==> config.mk <==
export PLATFORM = sky130hd
export DESIGN_NAME = reg_file_32x64_flat
export DESIGN_NICKNAME = d
export VERILOG_FILES = /design/src/rtl/reg_file_32x64_pkg.sv /design/src/rtl/reg_file_32x64_if.sv /design/src/rtl/decode32_1.sv /design/src/rtl/reg_file_32x64.sv /design/src/flat_wrapper.sv
export SDC_FILE = /design/constraint.sdc
export NUM_CORES = 2
export LEC_CHECK = 0
export CAP_MARGIN = 30
export CORE_AREA = 2 2 440 442
export CTS_CLUSTER_SIZE = 8
export DETAILED_ROUTE_END_ITERATION = 16
export DIE_AREA = 0 0 442 444
export GPL_ROUTABILITY_DRIVEN = 0
export PLACE_DENSITY = 0.83
export SLEW_MARGIN = 25
export SYNTH_ARGS = -nofsm -noshare
export SYNTH_HDL_FRONTEND = slang
export SYNTH_SLANG_ARGS = --single-unit
==> constraint.sdc <==
create_clock -name clk -period 2.1 [get_ports clk]
set_input_delay 0.21 -clock clk [delete_from_list [all_inputs] [get_ports clk]]
set_output_delay 0.21 -clock clk [all_outputs]
set_load 0.02 [all_outputs]
==> src/rtl/reg_file_32x64_pkg.sv <==
// Shared types and sizing for the 32 x 64-bit architectural register file.
package regfile_pkg;
  localparam int DATA_W   = 64;
  localparam int NUM_REGS = 32;
  localparam int ZERO_REG = 31;

  typedef logic [4:0]        reg_addr_t;
  typedef logic [DATA_W-1:0] word_t;
endpackage

==> src/rtl/reg_file_32x64_if.sv <==
// Register-file bus: one write port and two independent read ports.
// Signal semantics: there is no valid/ready pair. wr_en is a one-cycle write
// strobe that is always accepted at the next rising edge, and each read port
// is a combinational lookup whose data is valid whenever its address is.
interface regfile_if;
  import regfile_pkg::*;

  logic      wr_en;
  reg_addr_t wr_addr;
  word_t     wr_data;
  reg_addr_t rd_addr_a;
  reg_addr_t rd_addr_b;
  word_t     rd_data_a;
  word_t     rd_data_b;

  modport master (
    output wr_en, wr_addr, wr_data, rd_addr_a, rd_addr_b,
    input  rd_data_a, rd_data_b
  );

  modport slave (
    input  wr_en, wr_addr, wr_data, rd_addr_a, rd_addr_b,
    output rd_data_a, rd_data_b
  );
endinterface

==> src/rtl/decode32_1.sv <==
// 5-to-32 one-hot decoder with enable (decoder library cell).
module decode32_1 (
  input  logic        en_i,
  input  logic [4:0]  sel_i,
  output logic [31:0] onehot_o
);
  assign onehot_o = en_i ? (32'd1 << sel_i) : 32'd0;
endmodule

==> src/rtl/reg_file_32x64.sv <==
// 32 x 64-bit register file, two combinational read ports, one write port; XZR (reg 31) is zero.
// Optional macro REGFILE_BYPASS_EN forwards same-cycle write data onto matching read ports.
module reg_file_32x64
  import regfile_pkg::*;
(
  input  logic     clk,
  input  logic     reset_n,
  regfile_if.slave bus
);

  logic [NUM_REGS-1:0] we_vec;
  word_t               store_q [NUM_REGS];
  word_t               store_d [NUM_REGS];
  word_t               arr_a;
  word_t               arr_b;

  decode32_1 u_wr_dec (
    .en_i     (bus.wr_en),
    .sel_i    (bus.wr_addr),
    .onehot_o (we_vec)
  );

  // The XZR slot is forced to zero every cycle, so it folds to a constant.
  always_comb begin
    store_d = store_q;
    for (int i = 0; i < NUM_REGS; i++) begin
      if (i == ZERO_REG) begin
        store_d[i] = '0;
      end else if (we_vec[i]) begin
        store_d[i] = bus.wr_data;
      end
    end
  end

  always_ff @(posedge clk or negedge reset_n) begin
    if (!reset_n) begin
      for (int i = 0; i < NUM_REGS; i++) begin
        store_q[i] <= '0;
      end
    end else begin
      store_q <= store_d;
    end
  end

  assign arr_a = store_q[bus.rd_addr_a];
  assign arr_b = store_q[bus.rd_addr_b];

`ifdef REGFILE_BYPASS_EN
  logic byp_ok;
  assign byp_ok = reset_n && bus.wr_en && (bus.wr_addr != reg_addr_t'(ZERO_REG));
  assign bus.rd_data_a = (byp_ok && (bus.rd_addr_a == bus.wr_addr)) ? bus.wr_data : arr_a;
  assign bus.rd_data_b = (byp_ok && (bus.rd_addr_b == bus.wr_addr)) ? bus.wr_data : arr_b;
`else
  assign bus.rd_data_a = arr_a;
  assign bus.rd_data_b = arr_b;
`endif

endmodule
==> src/flat_wrapper.sv <==
// flat-port wrapper written by rule: the top's interface ports become plain ports
module reg_file_32x64_flat import regfile_pkg::*;
  (clk, reset_n, bus_wr_en, bus_wr_addr, bus_wr_data, bus_rd_addr_a, bus_rd_addr_b, bus_rd_data_a, bus_rd_data_b);
  regfile_if bus_i ();
  input  logic clk;
  input  logic reset_n;
  input wire logic [$bits(bus_i.wr_en)-1:0] bus_wr_en;
  input wire logic [$bits(bus_i.wr_addr)-1:0] bus_wr_addr;
  input wire logic [$bits(bus_i.wr_data)-1:0] bus_wr_data;
  input wire logic [$bits(bus_i.rd_addr_a)-1:0] bus_rd_addr_a;
  input wire logic [$bits(bus_i.rd_addr_b)-1:0] bus_rd_addr_b;
  output wire logic [$bits(bus_i.rd_data_a)-1:0] bus_rd_data_a;
  output wire logic [$bits(bus_i.rd_data_b)-1:0] bus_rd_data_b;
  assign bus_i.wr_en = bus_wr_en;
  assign bus_i.wr_addr = bus_wr_addr;
  assign bus_i.wr_data = bus_wr_data;
  assign bus_i.rd_addr_a = bus_rd_addr_a;
  assign bus_i.rd_addr_b = bus_rd_addr_b;
  assign bus_rd_data_a = bus_i.rd_data_a;
  assign bus_rd_data_b = bus_i.rd_data_b;
  reg_file_32x64 u_core (.clk(clk), .reset_n(reset_n), .bus(bus_i));
endmodule
==> impl_metrics.yaml <==
global_routing:
  busiest_layer: "met2"
  first_pass_grt_wire_length_um: 581000
  initial_antenna_violation_count: 10
  grt_max_degree: 132
  grt.met3_usage: 0.1568
  vias_in_the_first_global_route: 86396
  grtUsageTotal: 0.4005
  globalRouteOverflowTotal: 0
  grt.met2_usage: 0.5813
  globalRouteMet1Util: 0.4691
logic_synthesis:
  netlist_area_um2: 104900
  synth-seq-area-share: 0.4735
  synth-seq-cells: 1984
  post_synth_num_cell_types: 44
  synthesis.yosys.warnings: 0
  post_synth_inst_count: 7209
  synthesis.nets: 7291
  syn_area_per_cell_um2: 14.55
worst_setup_path:
  startpoint_class_of_the_critical_path: "flop"
  critPathKind: "reg -> out"
  worst-path-max-fanout: 2
  cp_data_arrival_time_ns: 3.02
  crit_required_ns: 1.89
  critical_path_capture_point_type: "output pin"
power:
  pwr_density_cell_nw_per_um2: 951.4
  vdd_drop_max_mv: 0.7281
  leakage_power_total_nw: 57.82
finish:
  ff_latch_area_um2: 49650
  synthToLayoutAreaGrowth_pct: 24.74
  layout.cells.most_common: "sky130_fd_sc_hd__dfrtp_1"
  final_nets: 8289
  most-common-layout-cells: "sky130_fd_sc_hd__dfrtp_1, sky130_fd_sc_hd__mux2_2, sky130_fd_sc_hd__buf_4"
  largest_register: "u_core.store_q"
  multiInputGateArea_um2: 52930
  number_of_flip_flops_in_the_largest_register: 1984
  filler_cell_count: 11335
  fin_cells: 10760
  top_regs: "u_core.store_q: 1984 flops"
  final_layout_size_suffix_gt1_frac: 0.5586
  final_util: 0.6828
clock_network:
  cts_sinks: 1984
  clk_latency_ns: 0.95
  tritoncts: "yes"
  clock_tree.htree_level_count: 5
  cts_root_buffer: "sky130_fd_sc_hd__clkbuf_16"
  cts_inserted_buffers: 299
  ctsLongestPathBuffers: 4
  clk_pin_slew_ns: 0.05
route:
  routed_via_density: 7.623
  antenna_left: 0
  detailroute.via_count: 82026
  dr_iter_0_viols: 12576
  drt-wirelength-per-cell_um: 37.06
  drt_pre_antenna_iters: 8
  wirelength_um: 398800
  post-route-drc-count: 0
floorplan:
  die_area_um2: 196200
  ios: 210
  dieHeight_um: 444
  core-area_um2: 191600
  fp.dieW_um: 442
  start_util: 0.5473
  placement_rows: 161
sta:
  max_slew_violations: 0
  timing.final.hold_violations: 0
  setup_viol: 128
  finalCritPeriodShare: 1.539
  fin_worst_skew_ns: 0
  final.setup.worst_slack_ns: -1.132
  worstMarginPinSlew_ns: 0.9476
  final.hold.worst_slack_ns: 0.07857
  rsz0062_at_grt: "true"
  timing.max_slew.rel_slack: 0.3655
  timing.setup.tns_ns: -79.24
  final.min_clock_period_ns: 3.232
  max_freq_ghz: 0.3094
outcome:
  violations: "negative setup slack"
  run_status: "complete, but fails checks"
place:
  post-place-cells: 10393
  place.detailed.hpwl_um: 245100
  portBuffers: 209
min_path:
  hold_path_class: "in -> reg"
job:
  cap_violations: 0
what timing repair did:
item | 4_1_cts | 5_1_grt
buffers inserted | 79 | 35
hold buffers | 2 | 0
resized for setup | 884 | 103
pin swaps | 291 | 153
endpoints found under the setup margin | 128 | 128
endpoints found under the hold margin | 1984 | 0
cloned | 0 | 0
cell families after synthesis:
| family | share of synthesized area |
|---|---|
| AOI/OAI and AO/OA | 0.06230 |
| and+or+nand+nor | 0.01778 |
| DFF | 0.4735 |
| buffers and inverters | 0.04012 |
| muxes | 0.4063 |
path summary, 6_finish.rpt:
check	end	cells after the start	from	slack, ns
max	bus_rd_data_b[57]	4	u_core.store_q[313]	-1.13
min	u_core.store_q[188]	4	bus_wr_data[60]	0.08
max reg2reg	u_core.store_q[375]	3	u_core.store_q[375]	1.03
min reg2reg	u_core.store_q[559]	1	u_core.store_q[559]	0.51
max in group asynchronous	u_core.store_q[903]	3	reset_n	1.13
min in group asynchronous	u_core.store_q[1266]	3	reset_n	0.11
metrics by stage:
stage | worst slack [ns] | cell area (µm²) | total power (W)
2_1_floorplan | 0.06909 | 104900 | 0.06690
3_5_place_dp | -1.139 | 120900 | 0.07863
5_1_grt | -1.041 | 130800 | 0.1274
3_3_place_gp | -1.094 | 120900 | 0.07672
4_1_cts | -0.8755 | 130200 | 0.1221
6_report | -1.132 | 130800 | 0.1244
layer usage:
metal  vias to the layer above  wire length, µm
met4                         8            39990
li1                      29870                -
met5                         -               49
met1                     41188           128700
met2                      8136           173700
met3                      2824            56420
worst max-delay path: stages, from the launching register on:
cell,delay [ns]
sky130_fd_sc_hd__dfrtp_1,0.40
sky130_fd_sc_hd__mux4_2,0.49
sky130_fd_sc_hd__o211ai_1,0.24
sky130_fd_sc_hd__nand4_1,0.56
sky130_fd_sc_hd__buf_4,0.39
synthesized netlist by cell type, drive strengths merged:
| cell type | number | area share |
|---|---|---|
| or2 | 1 | 0.000060 |
| and2 | 3 | 0.00018 |
| nor3b | 7 | 0.00069 |
| nand3 | 66 | 0.0032 |
| mux4 | 706 | 0.15 |
| nand2 | 149 | 0.0055 |
| and3 | 1 | 0.000060 |
| and3b | 3 | 0.00025 |
| nand3b | 5 | 0.00072 |
| or3 | 1 | 0.000060 |
| buf | 426 | 0.024 |
| nand4 | 64 | 0.0038 |
| o221ai | 127 | 0.011 |
| nor4 | 2 | 0.00012 |
| o211ai | 127 | 0.0091 |
| mux2 | 1920 | 0.21 |
| nor3 | 1 | 0.000095 |
| nor2b | 5 | 0.00030 |
| nor2 | 21 | 0.0021 |
| clkbuf | 371 | 0.013 |
| o22ai | 128 | 0.0076 |
| a22oi | 316 | 0.023 |
| nor4b | 1 | 0.000084 |
| a21boi | 64 | 0.0046 |
| a211oi | 65 | 0.0047 |
| inv | 65 | 0.0023 |
| dfrtp | 1984 | 0.47 |
| mux2i | 508 | 0.048 |
| or3b | 2 | 0.00017 |
| nand2b | 5 | 0.00030 |
| o21ai | 65 | 0.0031 |
final cells by class:
| type | count | area share |
|---|---|---|
| multi-input cells | 4363 | 0.4047 |
| flip-flops and latches | 1984 | 0.3796 |
| repair buffers | 1494 | 0.1303 |
| clock buffers | 310 | 0.05857 |
| well taps | 2526 | 0.02416 |
| inverters | 65 | 0.001884 |
| clock inverters | 7 | 0.0006313 |
| diodes | 11 | 0.0002104 |
where the power goes:
group	internal, W	total [W]	leakage [nW]	switching, W
registers	0.0459	0.0523	25.3	0.00638
logic	0.0165	0.0298	28.7	0.0133
clock network	0.0255	0.0424	3.81	0.0169
Note: power is estimated with default switching activity, not from simulation.
